===== config.mk =====
export PLATFORM = sky130hd
export DESIGN_NAME = cpu_step_ctrl
export DESIGN_NICKNAME = d
export VERILOG_FILES = /design/src/rtl/cpu_step_ctrl.sv
export SDC_FILE = /design/constraint.sdc
export NUM_CORES = 1
export LEC_CHECK = 0
export BUFFER_PORTS_ARGS = -buffer_cell sky130_fd_sc_hd__buf_4
export CAP_MARGIN = 20
export CELL_PAD_IN_SITES_DETAIL_PLACEMENT = 2
export CELL_PAD_IN_SITES_GLOBAL_PLACEMENT = 2
export CORE_ASPECT_RATIO = 0.9
export CORE_UTILIZATION = 38
export DETAILED_ROUTE_END_ITERATION = 10
export HOLD_SLACK_MARGIN = 0.12
export PLACE_DENSITY_LB_ADDON = 0.2
export RECOVER_POWER = 50
export SETUP_SLACK_MARGIN = 0.3
export SYNTH_ARGS = -nofsm -noshare
export SYNTH_HDL_FRONTEND = slang
export SYNTH_SLANG_ARGS = --single-unit

===== constraint.sdc =====
create_clock -name clk -period 2.8 [get_ports clk]
set_input_delay 0.28 -clock clk [delete_from_list [all_inputs] [get_ports clk]]
set_output_delay 0.28 -clock clk [all_outputs]
set_load 0.02 [all_outputs]

===== src/rtl/cpu_step_ctrl.sv =====
// Execution controller for the single-cycle MIPS core: run/pause/step/halt
// sequencing, button debouncing and an executed-instruction counter.
module cpu_step_ctrl #(
  parameter int DEBOUNCE_CYCLES = 1000000,
  parameter int CNT_W           = 32
) (
  input  logic             clk,
  input  logic             reset,
  input  logic             slow_clk,
  input  logic             btn_step,
  input  logic             btn_run,
  input  logic             halt,
  output logic             cpu_en,
  output logic             running,
  output logic             halted,
  output logic [CNT_W-1:0] cycle_count
);

  localparam int DC_W = (DEBOUNCE_CYCLES > 1) ? $clog2(DEBOUNCE_CYCLES) : 1;
  localparam logic [DC_W-1:0] DC_MAX = DC_W'(DEBOUNCE_CYCLES - 1);

  typedef enum logic [1:0] {
    PAUSE  = 2'd0,
    RUN    = 2'd1,
    HALTED = 2'd2
  } state_t;

  state_t          state;
  logic [1:0]      btn_raw;
  logic [1:0]      s1;
  logic [1:0]      s2;
  logic [1:0]      db;
  logic [1:0]      db_d;
  logic [DC_W-1:0] dc [2];
  logic [1:0]      press;
  logic            step_press;
  logic            run_press;
  logic            slow_d;
  logic            tick;

  // Index 0 is the step button, index 1 the run/pause button.
  assign btn_raw = {btn_run, btn_step};

  // Synchronizer and debounce: db only follows s2 after DEBOUNCE_CYCLES
  // consecutive cycles of disagreement; any agreement restarts the count.
  always_ff @(posedge clk or posedge reset) begin
    if (reset) begin
      s1   <= '0;
      s2   <= '0;
      db   <= '0;
      db_d <= '0;
      for (int i = 0; i < 2; i++) dc[i] <= '0;
    end else begin
      s1   <= btn_raw;
      s2   <= s1;
      db_d <= db;
      for (int i = 0; i < 2; i++) begin
        if (s2[i] == db[i]) begin
          dc[i] <= '0;
        end else if (dc[i] == DC_MAX) begin
          db[i] <= s2[i];
          dc[i] <= '0;
        end else begin
          dc[i] <= dc[i] + DC_W'(1);
        end
      end
    end
  end

  assign press      = db & ~db_d;
  assign step_press = press[0];
  assign run_press  = press[1];

  always_ff @(posedge clk or posedge reset) begin
    if (reset) slow_d <= 1'b0;
    else       slow_d <= slow_clk;
  end

  assign tick = slow_clk & ~slow_d;

  // Control FSM: halt beats run_press, which beats step_press/tick.
  always_ff @(posedge clk or posedge reset) begin
    if (reset) begin
      state       <= PAUSE;
      cpu_en      <= 1'b0;
      running     <= 1'b0;
      halted      <= 1'b0;
      cycle_count <= '0;
    end else begin
      cpu_en <= 1'b0;
      if (cpu_en) cycle_count <= cycle_count + CNT_W'(1);
      case (state)
        PAUSE: begin
          if (halt) begin
            state  <= HALTED;
            halted <= 1'b1;
          end else if (run_press) begin
            state   <= RUN;
            running <= 1'b1;
          end else if (step_press) begin
            cpu_en <= 1'b1;
          end
        end
        RUN: begin
          if (halt) begin
            state   <= HALTED;
            running <= 1'b0;
            halted  <= 1'b1;
          end else if (run_press) begin
            state   <= PAUSE;
            running <= 1'b0;
          end else if (tick) begin
            cpu_en <= 1'b1;
          end
        end
        HALTED: begin
          state <= HALTED;
        end
        default: begin
          state   <= PAUSE;
          running <= 1'b0;
          halted  <= 1'b0;
        end
      endcase
    end
  end

endmodule


# ---- Word-level counts from Yosys, hierarchy flattened
# Cells that the tools add are included.
dict set report word_totals {
  in_bits 6
  out_inout_bits 35
  register_bits 86
  word_cells 64
}
dict set report op_classes {
  n_mux 23
  reduce_logical 7
  n_bitwise 7
  eq_ne 11
  add_sub_neg 3
}
# operator n
set op_table {}
lappend op_table {{20-bit 2-to-1 mux} 4}
lappend op_table {{20-bit by 1-bit adder with 20-bit output, second input constant} 2}
lappend op_table {{20-bit equality test, second input constant} 2}
lappend op_table {{32-bit by 1-bit adder with 32-bit output, second input constant} 1}
lappend op_table {{1-bit 2-to-1 mux} 11}
lappend op_table {{2-bit 2-to-1 mux} 4}
lappend op_table {{2-bit AND reduction} 4}
lappend op_table {{3-bit inequality test, second input constant} 2}
lappend op_table {{2-bit case mux with 3 select lines} 1}
lappend op_table {{2-bit inequality test, second input constant} 2}
lappend op_table {{1-bit NOT} 4}
lappend op_table {{1-bit case mux with 2 select lines} 2}
lappend op_table {{4-bit AND reduction} 1}
lappend op_table {{1-bit case mux with 3 select lines} 1}
lappend op_table {{2-bit AND} 1}
lappend op_table {{1-bit equality test} 2}
lappend op_table {{2-bit by 1-bit equality test with 1-bit output, second input constant} 1}
lappend op_table {{2-bit equality test, second input constant} 1}
lappend op_table {{2-bit zero test} 1}
lappend op_table {{2-bit by 1-bit inequality test with 1-bit output, second input constant} 1}
lappend op_table {{2-bit NOT} 1}
lappend op_table {{2-bit OR reduction} 1}
lappend op_table {{1-bit AND} 1}

# ---- Longest topological paths before layout
# Gate-level depths: netlist (run 1).
dict set report depth {
  depth_word 6
  depth_mapped 6
}

# ---- Least setup slack after synthesis (run 1)
# OpenSTA, ideal clock, no wires.
dict set report synth_path {
  kind {reg2reg}
  from {register cycle_count[0]}
  to {register cycle_count[28]}
  setup_slack_ns 0.836
  required_time_ns 2.670
  arrival_time_ns 1.834
  stages_incl_launch_ff 6
  path_cell_list {dfrtp_1 ha_1 nand4_1 nor4_2 nand4_1 xnor2_1}
}
dict set report synth_via {
  elab_chain_len 1
}
# item line
set synth_lines {}
lappend synth_lines {{start: declaration} 16} ;# output logic [CNT_W-1:0] cycle_count
lappend synth_lines {{start signal: assignment} 91} ;# if (cpu_en) cycle_count <= cycle_count + CNT_W'(1);
lappend synth_lines {{32-bit by 1-bit adder with 32-bit output} 91}
# No other way between the ends.
# A chain may end at the register's enable or synchronous reset.

# ---- Final worst setup path (run 1)
dict set report layout_path {
  from {register dc[16] (netlist bit)}
  to {register dc[8] (netlist bit)}
}
dict set report layout_via {
  elab_chain_len 3
}
# item line
set layout_lines {}
lappend layout_lines {{start: declaration} 34} ;# logic [DC_W-1:0] dc [2];
lappend layout_lines {{start signal: indexed assignment} 64} ;# dc[i] <= dc[i] + DC_W'(1);
lappend layout_lines {{20-bit equality test} 60} ;# end else if (dc[i] == DC_MAX) begin
lappend layout_lines {{20-bit 2-to-1 mux} 60}
lappend layout_lines {{20-bit 2-to-1 mux} 58} ;# if (s2[i] == db[i]) begin
# No other way between the ends.

==> results.md, run 1 <==
- Outcome: complete, no violations
- Total Neg Setup Slack: 0 ns
- Die Area: approximately 11000 sq um
- Syn-to-layout area delta: 18.9%
- Cells after Synth: 366
- Lkg Pwr: 1.94 nW
- Via density: about 5.4
- Initial core utilization: about two fifths
- Post-route ant nets: 0
- RSZ-0062 raised after global routing: false
- Die width: 109 microns
- Wire length per cell: 17.4 microns
- Final HPWL DP: 6690 microns
- Ys Warns: 0
- PostCTS Resize Cnt: 0
- DRC viols: 0
- Vias in the first global route: 3259
- Register area: 2150 sq um
- Area of the multi-input gates: between 1500 and 2000 sq um
- PnR Total Power: 2.67 mW
- H-tree Lvls: 3
- Setup crit end kind: register
- Final core occ: between 40% and 50%
- Slew Limit Fails: 0
- Placer congestion estimate: a little over 0.7
- Startpoint types: register
- Final setup viols: 0
- Syn nets: around 380
- Synthesized area: 3900 sq um
- Period utilization: 71.8%
- Global routing usage on met2: 32.6%
- Nets: 429
- Initial antenna violation count: 0
- Final Critical Period: 2.01 ns
- Max frequency: 497 MHz
- Clock slew at reported path FFs: 0.06 ns
- Clock Sinks: between 80 and 90
- Antenna diodes: 0
- CTS buffer count: 9
- Met1 Resource Use GR: 25.8%
- Max VDD drop: 0.392 mV
- Asr flop ratio synth: 100%
- Post-synth EDFFs: 0
- DRT Pass-1 Iters: 4
- CP max-delay cell: or4b_2
- Top Ports: 41
- DRT iter0 DRCs: 97
- PortBufs: 40
- Dominant synthesized flop cell: dfrtp_1
- Proportion of layout cells with a drive suffix above 1: 10.1%
- Worst Path Required: 3.01 ns
- Critical path type: register to register
- Slowest stage delay, CP: 0.68 ns
- Sequential fraction of the synthesis area: 55.1%
- CTS tree: yes
- Grt total ovfl: 0
- Latest clock arrival within the worst-skew pair: 0.34 ns
- Clk buf depth: 2
- Root buf cell: clkbuf_16
- GRT Overall Usage: 19.8%
- GR Layer Usage met3: approximately 5%
- Largest net degree at the start of global routing: 60
- Arrival @ worst endpoint: 2.22 ns
- PwrDens: 576 nW/um^2
- Final Hold Fails: 0
- Hold crit path type: primary input to register
- Syn Area/Cell: between 10 and 15 sq um
- Worst Path Max Fanout: 20
- Vias: 2971
- Worst-Margin Slew: 1.31 ns
- Routed WL: 9570 microns
- Slew headroom: 12.3%
- Worst clock skew: 0.00691 ns
- # rows: 34
- Die height: 98.1 microns
- Global-route wire length before repair: 16500 microns
- Critical path cell sequence: nand3_1 -> or4b_2 -> o31ai_2 -> buf_4 -> nor2_1
- #FFs+latches synth: 86
- Placeable core area: 9830 sq um
- Top Usage Layer GRT: met2
- Post-synthesis cell type count: 43
- Filler cell count: 1071
- Max_cap viols: 0
## path summary, 6_finish.rpt
path | cells after the start | endpoint | start | slack, ns
worst min register to register | 0 | s2[0] | s1[0] | 0.36
max in group asynchronous | 4 | dc[9] | reset | 1.15
worst min-delay path | 2 | state[0] | halt | 0.13
worst max register to register | 5 | dc[8] | dc[16] | 0.79
min in group asynchronous | 3 | cycle_count[26] | reset | 0.80
worst max-delay path | 5 | dc[8] | dc[16] | 0.79
## state kept, by name (all words and copies together) (netlist names)
name,count
dc,40
cycle_count,32
db,2
db_d,2
s1,2
s2,2
state,2
cpu_en,1
halted,1
running,1
slow_d,1
## metal layers
metal / part of all wire [%] / vias to the layer above
li1: - / 1397
met1: 46 / 1514
met2: 50 / 48
met3: 2.7 / 12
met4: 1.2 / 0
met5: 0 / -
## cell type report
| cell class | count | share of cell area, % |
|---|---|---|
| inverter | 14 | 1.16 |
| sequential | 86 | 46.4 |
| tap | 126 | 3.40 |
| multi-input combinational | 258 | 36.0 |
| clock inverter | 3 | 1.40 |
| clock buffer | 13 | 5.82 |
| timing repair buffer | 51 | 5.82 |
## stage by stage
step	cells	setup WS (ns)	cell area (sq um)	hold WS, ns
CTS	551	0.780	4780	0.123
detailed placement	531	0.799	4400	0.350
global route	551	0.678	4640	0.134
floorplan	366	0.836	3910	0.311
global placement	531	0.914	4400	0.337
finish	551	0.790	4640	0.134
## where the power goes
part | switching (mW) | leakage (nW) | total [mW] | internal, mW
Combinational | 0.0502 | 0.600 | 0.0737 | 0.0234
Sequential | 0.0124 | 1.18 | 1.27 | 1.25
Clock | 0.476 | 0.166 | 1.33 | 0.854
## synth_stat cells, types with 2 or more instances
master,number,area share (%)
dfrtp_1,86,55
or3_1,2,0.32
nand4_1,18,2.9
nand3b_1,2,0.38
a21oi_1,12,1.5
o31ai_1,5,0.96
nand2_1,24,2.3
ha_1,3,0.96
xnor2_1,40,9.0
or4_1,5,0.96
nor4_2,2,0.64
and2_1,2,0.32
or4b_2,2,0.51
inv_1,14,1.3
and4_1,5,1.1
xor2_1,19,4.3
buf_2,4,0.51
and3_1,10,1.6
nor3_1,10,1.3
clkbuf_1,3,0.29
nand3_1,25,3.2
mux2_2,3,0.87
o21ai_0,5,0.64
nor2_1,39,3.8
nor4_1,8,1.3
## what timing repair did
action,in CTS,in global routing
endpoints found under the hold margin,30,0
setup buffers,0,0
hold buffers,4,0
## worst max-delay path: cells and delay by family, from the launching register on
| kind | cells | cell delay, ns |
|---|---|---|
| AOI/OAI and AO/OA | 1 | 0.25 |
| buffers and inverters | 1 | 0.29 |
| DFF | 1 | 0.40 |
| and+or+nand+nor | 3 | 0.94 |
## cell families after synthesis
family / after synthesis / share of synthesized area [%]
buffers and inverters: 22 / 2.28
AO/OA/AOI/OAI: 27 / 4.23
XOR/XNOR: 59 / 13.2
adder cells (fa/ha/maj): 3 / 0.962
multiplexers: 4 / 1.12
AND/OR/NAND/NOR: 165 / 23.0
flip-flops: 86 / 55.1
## cells in the final DEF (no fill, tap or decap), drive strengths merged, types with 6 or more instances in the layout
| cell type | synthesis | final |
|---|---|---|
| buf | 4 | 8 |
| clkbuf | 4 | 52 |
| nand2 | 24 | 24 |
| xnor2 | 40 | 40 |
| inv | 14 | 13 |
| xor2 | 19 | 19 |
| or4 | 6 | 6 |
| nor2 | 39 | 39 |
| nand3 | 25 | 25 |
| nor3 | 10 | 10 |
| and3 | 10 | 10 |
| nor4 | 10 | 10 |
| nand4 | 19 | 19 |
| a21oi | 12 | 12 |
| dfrtp | 86 | 86 |
(Power assumes the default switching activity.)
==> run 2, diff against run 1 <==
ABC_AREA = 1   (was unset)
CORE_UTILIZATION = 35   (was 38)
clock period = 1.9 ns   (was 2.8 ns; I/O delays follow)
==> run 2 against run 1 <==
  * Synthesized area grew 15%
  * Largest power group is now sequential cells
  * Flip-flop and latch count is the same
  * Clock skew is essentially flat
  * Highest routed layer unchanged
  * Critical endpoint is now cycle_count[27]
==> results.md, run 2 <==
- Outcome: complete, no violations
- GRT Overall Usage: 23.9%
- Dominant synthesized flop cell: dfrtp_1
- Most common cell in the synthesized netlist: nand2_1
- Post-synthesis cell type count: 27
- CTS tree: yes
- PortBufs: 40
- Largest net degree at the start of global routing: a little under 90
- H-tree Lvls: 3
- Internal: 2.91 mW
- Startpoint types: register
- Top Ports: approximately 40
- Vias: 4106
- #FFs+latches synth: 86
- Asr flop ratio synth: 100%
- Vias in the first global route: 4647
- Slew headroom: 66.4%
- Setup crit end kind: register
- PwrDens: between 600 and 700 nW/um^2
- Hold Path Sink: s2[0]
- Placer congestion estimate: 0.783
- Largest regs: dc (40), cycle_count (32)
- Dpl cell area: around 5000 sq um
- Final Hold Fails: 0
- Lkg Pwr: 2.48 nW
- DRC viols: 0
- Initial core utilization: a little over a third
- Clk buf depth: 2
- CTS buffer count: 9
- Syn nets: 588
- Hold crit path type: register to register
- Min-Delay Path Depth: 0
- Arrival @ worst endpoint: between 1.5 and 2 ns
- Die height: approximately 110 microns
- RSZ-0062 raised after global routing: true
- RR Endpoint: cycle_count[27]
- Clock Power Share: 46.4%
- Initial antenna violation count: 0
- Total Neg Setup Slack: 0 ns
- Latest clock arrival within the worst-skew pair: roughly 0.34 ns
- Via density: 5.08
- Flop pwr share: between 40% and 50%
- Post-route ant nets: 0
- Share of the synthesized area in the top cell type: about 48%
- Worst Path Max Fanout: 4
- Routed WL: 15100 microns
- Most common cell after layout, fill and taps aside: nand2_1
- Global-route wire length before repair: 24100 microns
- Critical path type: register to register
- Antenna diodes: 0
- Largest reg by FF count: dc
- Proportion of layout cells with a drive suffix above 1: 13.9%
- Final std cells w/o fill: approximately 800
- Final instance area: 5510 sq um
- Period utilization: 86.5%
- Crit Reg-Reg Startpoint: cycle_count[4]
- DRT Pass-1 Iters: 4
- # rows: 38
- Placeable core area: about 12000 sq um
- Post-synth top area cell: dfrtp_1
- DRT iter0 DRCs: 166
- FF-to-FF path depth: 7
- Gate power share: 3.8%
- Switching Share: 22.4%
- Slew Limit Fails: 0
- Worst-Margin Slew: approximately 0.50 ns
- Grt total ovfl: 0
- Final setup viols: 0
- Final HPWL DP: 10400 microns
- Final Critical Period: 1.64 ns
- Max reg flops: 40
- Max VDD drop: 0.419 mV
- Register-to-register path setup slack: 0.26 ns
- Min-delay src: s1[0]
- Ys Warns: 0
- Syn-to-layout area delta: 22.4%
- Die Area: 13300 sq um
- Placed Cells: 779
- Post-synth EDFFs: 0
- Nets: 652
- Syn Area/Cell: 7.78 sq um
- Sequential fraction of the synthesis area: a little under half
- Max_cap viols: 0
- Root buf cell: clkbuf_16
- Clock Sinks: 86
- Clock slew at reported path FFs: 0.06 ns
- Wire length per cell: 18.7 microns
- Die width: 122 microns
- Max frequency: 609 MHz
- Net switching power: 0.842 mW
- Worst clock skew: between 0.006 and 0.007 ns
- Cells after Synth: 579
- Top cells by count, synth: 144 x nand2_1, 126 x nor2_1, 86 x dfrtp_1
- Synthesized area: approximately 4500 sq um
- Worst Path Required: approximately 2.1 ns
- Commonest cells after routing, fill and taps aside: 143 x nand2_1, 118 x nor2_1, 85 x dfrtp_1, 58 x inv_1, 52 x nand3_1
- Synth area leaders: dfrtp_1 48%, nand2_1 12%, nor2_1 11%
-- run 2: cell count changes in the layout (fill, tap and decap cells not counted), sizes merged, moves of 6 or more --
cell / change
nand2: +124
nor2: +92
inv: +47
nand3: +33
buf: +32
clkbuf: -29
xnor2: -18
and3: -10
nor4: -10
a21oi: -9
or4: -6
-- run 2: cell type report --
| cell class | instances | area (sq um) |
|---|---|---|
| clock inverters | 4 | 47.5 |
| fillers | 1409 | 6800 |
| inverters | 61 | 233 |
| repair buffers | 56 | 424 |
| multi-input cells | 429 | 2220 |
| flip-flops and latches | 86 | 2150 |
| clock buffers | 12 | 236 |
| well taps | 160 | 200 |
-- run 2: layer usage --
layer	track usage (%)	share of wire (%)
met1	30.6	46
met2	41.2	51
met3	5.13	2.6
met4	6.00	0.98
met5	0	0
-- run 2: cell families after synthesis --
family	after synthesis	synth area share, %
AOI/OAI and AO/OA	15	2.03
buffers and inverters	64	5.50
xor gates and xnor gates	42	8.17
and+or+nand+nor	369	35.7
adders and majority gates	3	0.833
DFF	86	47.8
-- run 2: critical path, cell delays in order (launching register included) --
cell and delay, ns:
dfrtp_1 0.46, nand2_1 0.17, nor2_2 0.20, nand2_1 0.10, nor2_2 0.23, nand2_1 0.15, o21ai_1 0.16, nand2_1 0.06
-- run 2: how the worst max path moves through the flow --
| stage | startpoint | end | slack [ns] | cells after the start |
|---|---|---|---|---|
| 2_1_floorplan | cycle_count[0] | cycle_count[24] | 0.35 | 9 |
| 3_3_place_gp | cycle_count[6] | cycle_count[27] | 0.30 | 7 |
| 3_5_place_dp | cycle_count[1] | cycle_count[24] | 0.21 | 8 |
| 4_1_cts | dc[22] | dc[39] | 0.30 | 7 |
| 5_1_grt | cycle_count[4] | cycle_count[27] | 0.13 | 7 |
| 6_report | cycle_count[4] | cycle_count[27] | 0.26 | 7 |
-- run 2: stage by stage --
stage               util (%)  setup slack (ns)  hold WS, ns  power [mW]
floorplan                  -             0.352        0.221        1.98
CTS                     44.2             0.301        0.351        3.82
finish                  44.8             0.257        0.347        3.76
global route            44.8             0.134        0.357        3.90
global placement        40.8             0.301        0.300        2.03
detailed placement      40.8             0.206        0.301        2.04
-- run 2: timing repair --
item                                   in CTS  in global routing
endpoints found under the hold margin      91                  0
hold buffers                                5                  0
setup endpoints to repair                  11                 39
gates resized for setup                     7                 24
buffers inserted                            6                  2
pin swaps                                   2                  6
-- run 2: power by group through the flow --
stage                     registers (mW)  logic (mW)  clock network [mW]
after floorplan                     1.91      0.0675                   0
after global placement              1.90       0.125                   0
after detailed placement            1.90       0.132                   0
after CTS                           1.87       0.147                1.81
after global routing                1.88       0.158                1.87
final                               1.87       0.141                1.74
==> run 3, diff against run 2 <==
CORE_ASPECT_RATIO = unset   (was 0.9)
SETUP_SLACK_MARGIN = unset   (was 0.3)
clock period = 1.6 ns   (was 1.9 ns; I/O delays follow)
==> run 3 against run 2 <==
  * Maximum frequency fell by 1.7%
  * The run now ends with negative setup slack left
  * Largest cell class unchanged
  * Clock-buffer cell count decreased by 3
  * Non-clock buffer count increased by 21
  * Critical path depth stayed put
==> results.md, run 3 (synthesis gave the netlist of run 2 again) <==
- CP startpoint: cycle_count[6]
- Initial antenna violation count: 1
- Syn-to-layout area delta: 27.3%
- PwrDens: 838 nW/um^2
- Wire length per cell: 18.8 microns
- Placeable core area: 12600 sq um
- Via density: 5.05
- Final Critical Period: between 1.5 and 2 ns
- Final worst slack: -0.0713 ns
- DRT Pass-1 Iters: 4
- H-tree Lvls: 3
- Most common cell after layout, fill and taps aside: nand2_1
- Max frequency: around 600 MHz
- GRT Overall Usage: between 20% and 30%
- Clock slew at reported path FFs: roughly 0.08 ns
- Slew headroom: between 20% and 30%
- Crit Reg-Reg Startpoint: cycle_count[6]
- DRT iter0 DRCs: slightly below 200
- Proportion of layout cells with a drive suffix above 1: 17.3%
- Placer congestion estimate: 0.817
- Setup crit end kind: register
- Routed WL: around 16000 microns
- Vias in the first global route: roughly 4500
- Worst Path Max Fanout: 4
- Vias: 4249
- DRC viols: 0
- Final instance area: 5730 sq um
- Die width: 115 microns
- CTS buffer count: 9
- Max reg flops: 40
- Final Hold Fails: 0
- Final setup viols: 2
- Slew Limit Fails: 0
- Worst clock skew: approximately 0.015 ns
- Die Area: between 10000 and 15000 sq um
- PnR Total Power: approximately 4.8 mW
- PortBufs: 40
- Total Neg Setup Slack: -0.102 ns
- CTS tree: yes
- Critical path type: register to register
- Clock Sinks: 86
- Lkg Pwr: 2.64 nW
- Failing checks: negative setup slack
- # rows: roughly 40
- Post-route ant nets: 0
- Largest net degree at the start of global routing: 23
- Largest reg by FF count: dc
- Max VDD drop: 0.402 mV
- Final HPWL DP: about 11000 microns
- Latest clock arrival within the worst-skew pair: 0.36 ns
- Final core occ: 45.6%
- Dpl cell area: 5190 sq um
- Filler cell count: 1428
- Initial core utilization: 35.8%
- Period utilization: 104%
- Clk buf depth: 2
- Worst-Margin Slew: 1.05 ns
- Global-route wire length before repair: 23100 microns
- Outcome: complete, but fails checks
- Arrival @ worst endpoint: 1.90 ns
- Root buf cell: clkbuf_16
- Grt total ovfl: 0
- Nets: 673
- Worst Path Required: approximately 1.8 ns
- Largest regs: dc (40), cycle_count (32)
- Startpoint types: register
- Hold crit path type: register to register
- Top Ports: 41
- Die height: 115 microns
- Min-delay src: s1[0]
- Max_cap viols: 0
- Commonest cells after routing, fill and taps aside: 144 x nand2_1, 119 x nor2_1, 81 x dfrtp_1, 63 x buf_4, 58 x inv_1
## run 3: changes by cell type in the layout (fill, tap and decap cells not counted), moves of 3 or more
cell and change:
dfrtp_2 +4, inv_6 +3, nand3_1 +3, clkbuf_1 -10, nand3_2 -3, dfrtp_1 -4, buf_4 +25
## run 3: repair_timing
action / in CTS / in global routing
pin swaps: 0 / 3
endpoints found under the setup margin: 4 / 16
gates resized for setup: 4 / 19
endpoints found under the hold margin: 20 / 0
hold buffers: 5 / 0
cloned: 0 / 0
buffers inserted: 0 / 12
## run 3: cell type report
cell class / count / area, sq um / share of cell area (%)
Antenna cell: 1 / 2.50 / 0.0436
Clock buffer: 9 / 225 / 3.93
Clock inverter: 7 / 103 / 1.79
Inverter: 61 / 230 / 4.02
Multi-Input combinational cell: 429 / 2170 / 37.8
Sequential cell: 86 / 2160 / 37.6
Tap cell: 172 / 215 / 3.75
Timing Repair Buffer: 77 / 633 / 11.0
## run 3: final timing paths
check / to / slack (ns) / depth (start not counted)
worst max-delay path: cycle_count[15] / -0.07 / 7
worst min-delay path: s2[0] / 0.35 / 0
worst max register to register: cycle_count[15] / -0.07 / 7
worst min register to register: s2[0] / 0.35 / 0
max in group asynchronous: cycle_count[28] / 0.34 / 4
min in group asynchronous: cycle_count[8] / 0.57 / 3
## run 3: per-stage QoR
| step | hold WS (ns) | setup slack (ns) | instances |
|---|---|---|---|
| CTS | 0.352 | 0.00230 | 829 |
| global route | 0.363 | -0.155 | 842 |
| floorplan | 0.191 | 0.0521 | 579 |
| finish | 0.349 | -0.0713 | 842 |
| detailed placement | 0.236 | 0.0127 | 808 |
| global placement | 0.224 | 0.0465 | 808 |
## run 3: worst max-delay path, stage by stage (launching register included)
cell and delay (ns):
dfrtp_1 0.44, nand2_1 0.14, nor2_1 0.19, buf_4 0.15
inv_1 0.06, nor2_4 0.17, nand2_1 0.09, xnor2_1 0.31
## run 3: metal layers
| metal | track usage, % | up-vias | part of all wire [%] |
|---|---|---|---|
| li1 | - | 1992 | - |
| met1 | 27.2 | 2160 | 41 |
| met2 | 41.5 | 69 | 54 |
| met3 | 3.19 | 28 | 2.6 |
| met4 | 9.09 | 0 | 2.4 |
| met5 | 0 | - | 0 |
## run 3: power by group
group          switching (mW)  internal [mW]  total, mW
Sequential             0.0221           2.20       2.22
Clock                    1.00           1.40       2.40
Combinational           0.118         0.0692      0.187
Total                    1.14           3.66       4.81
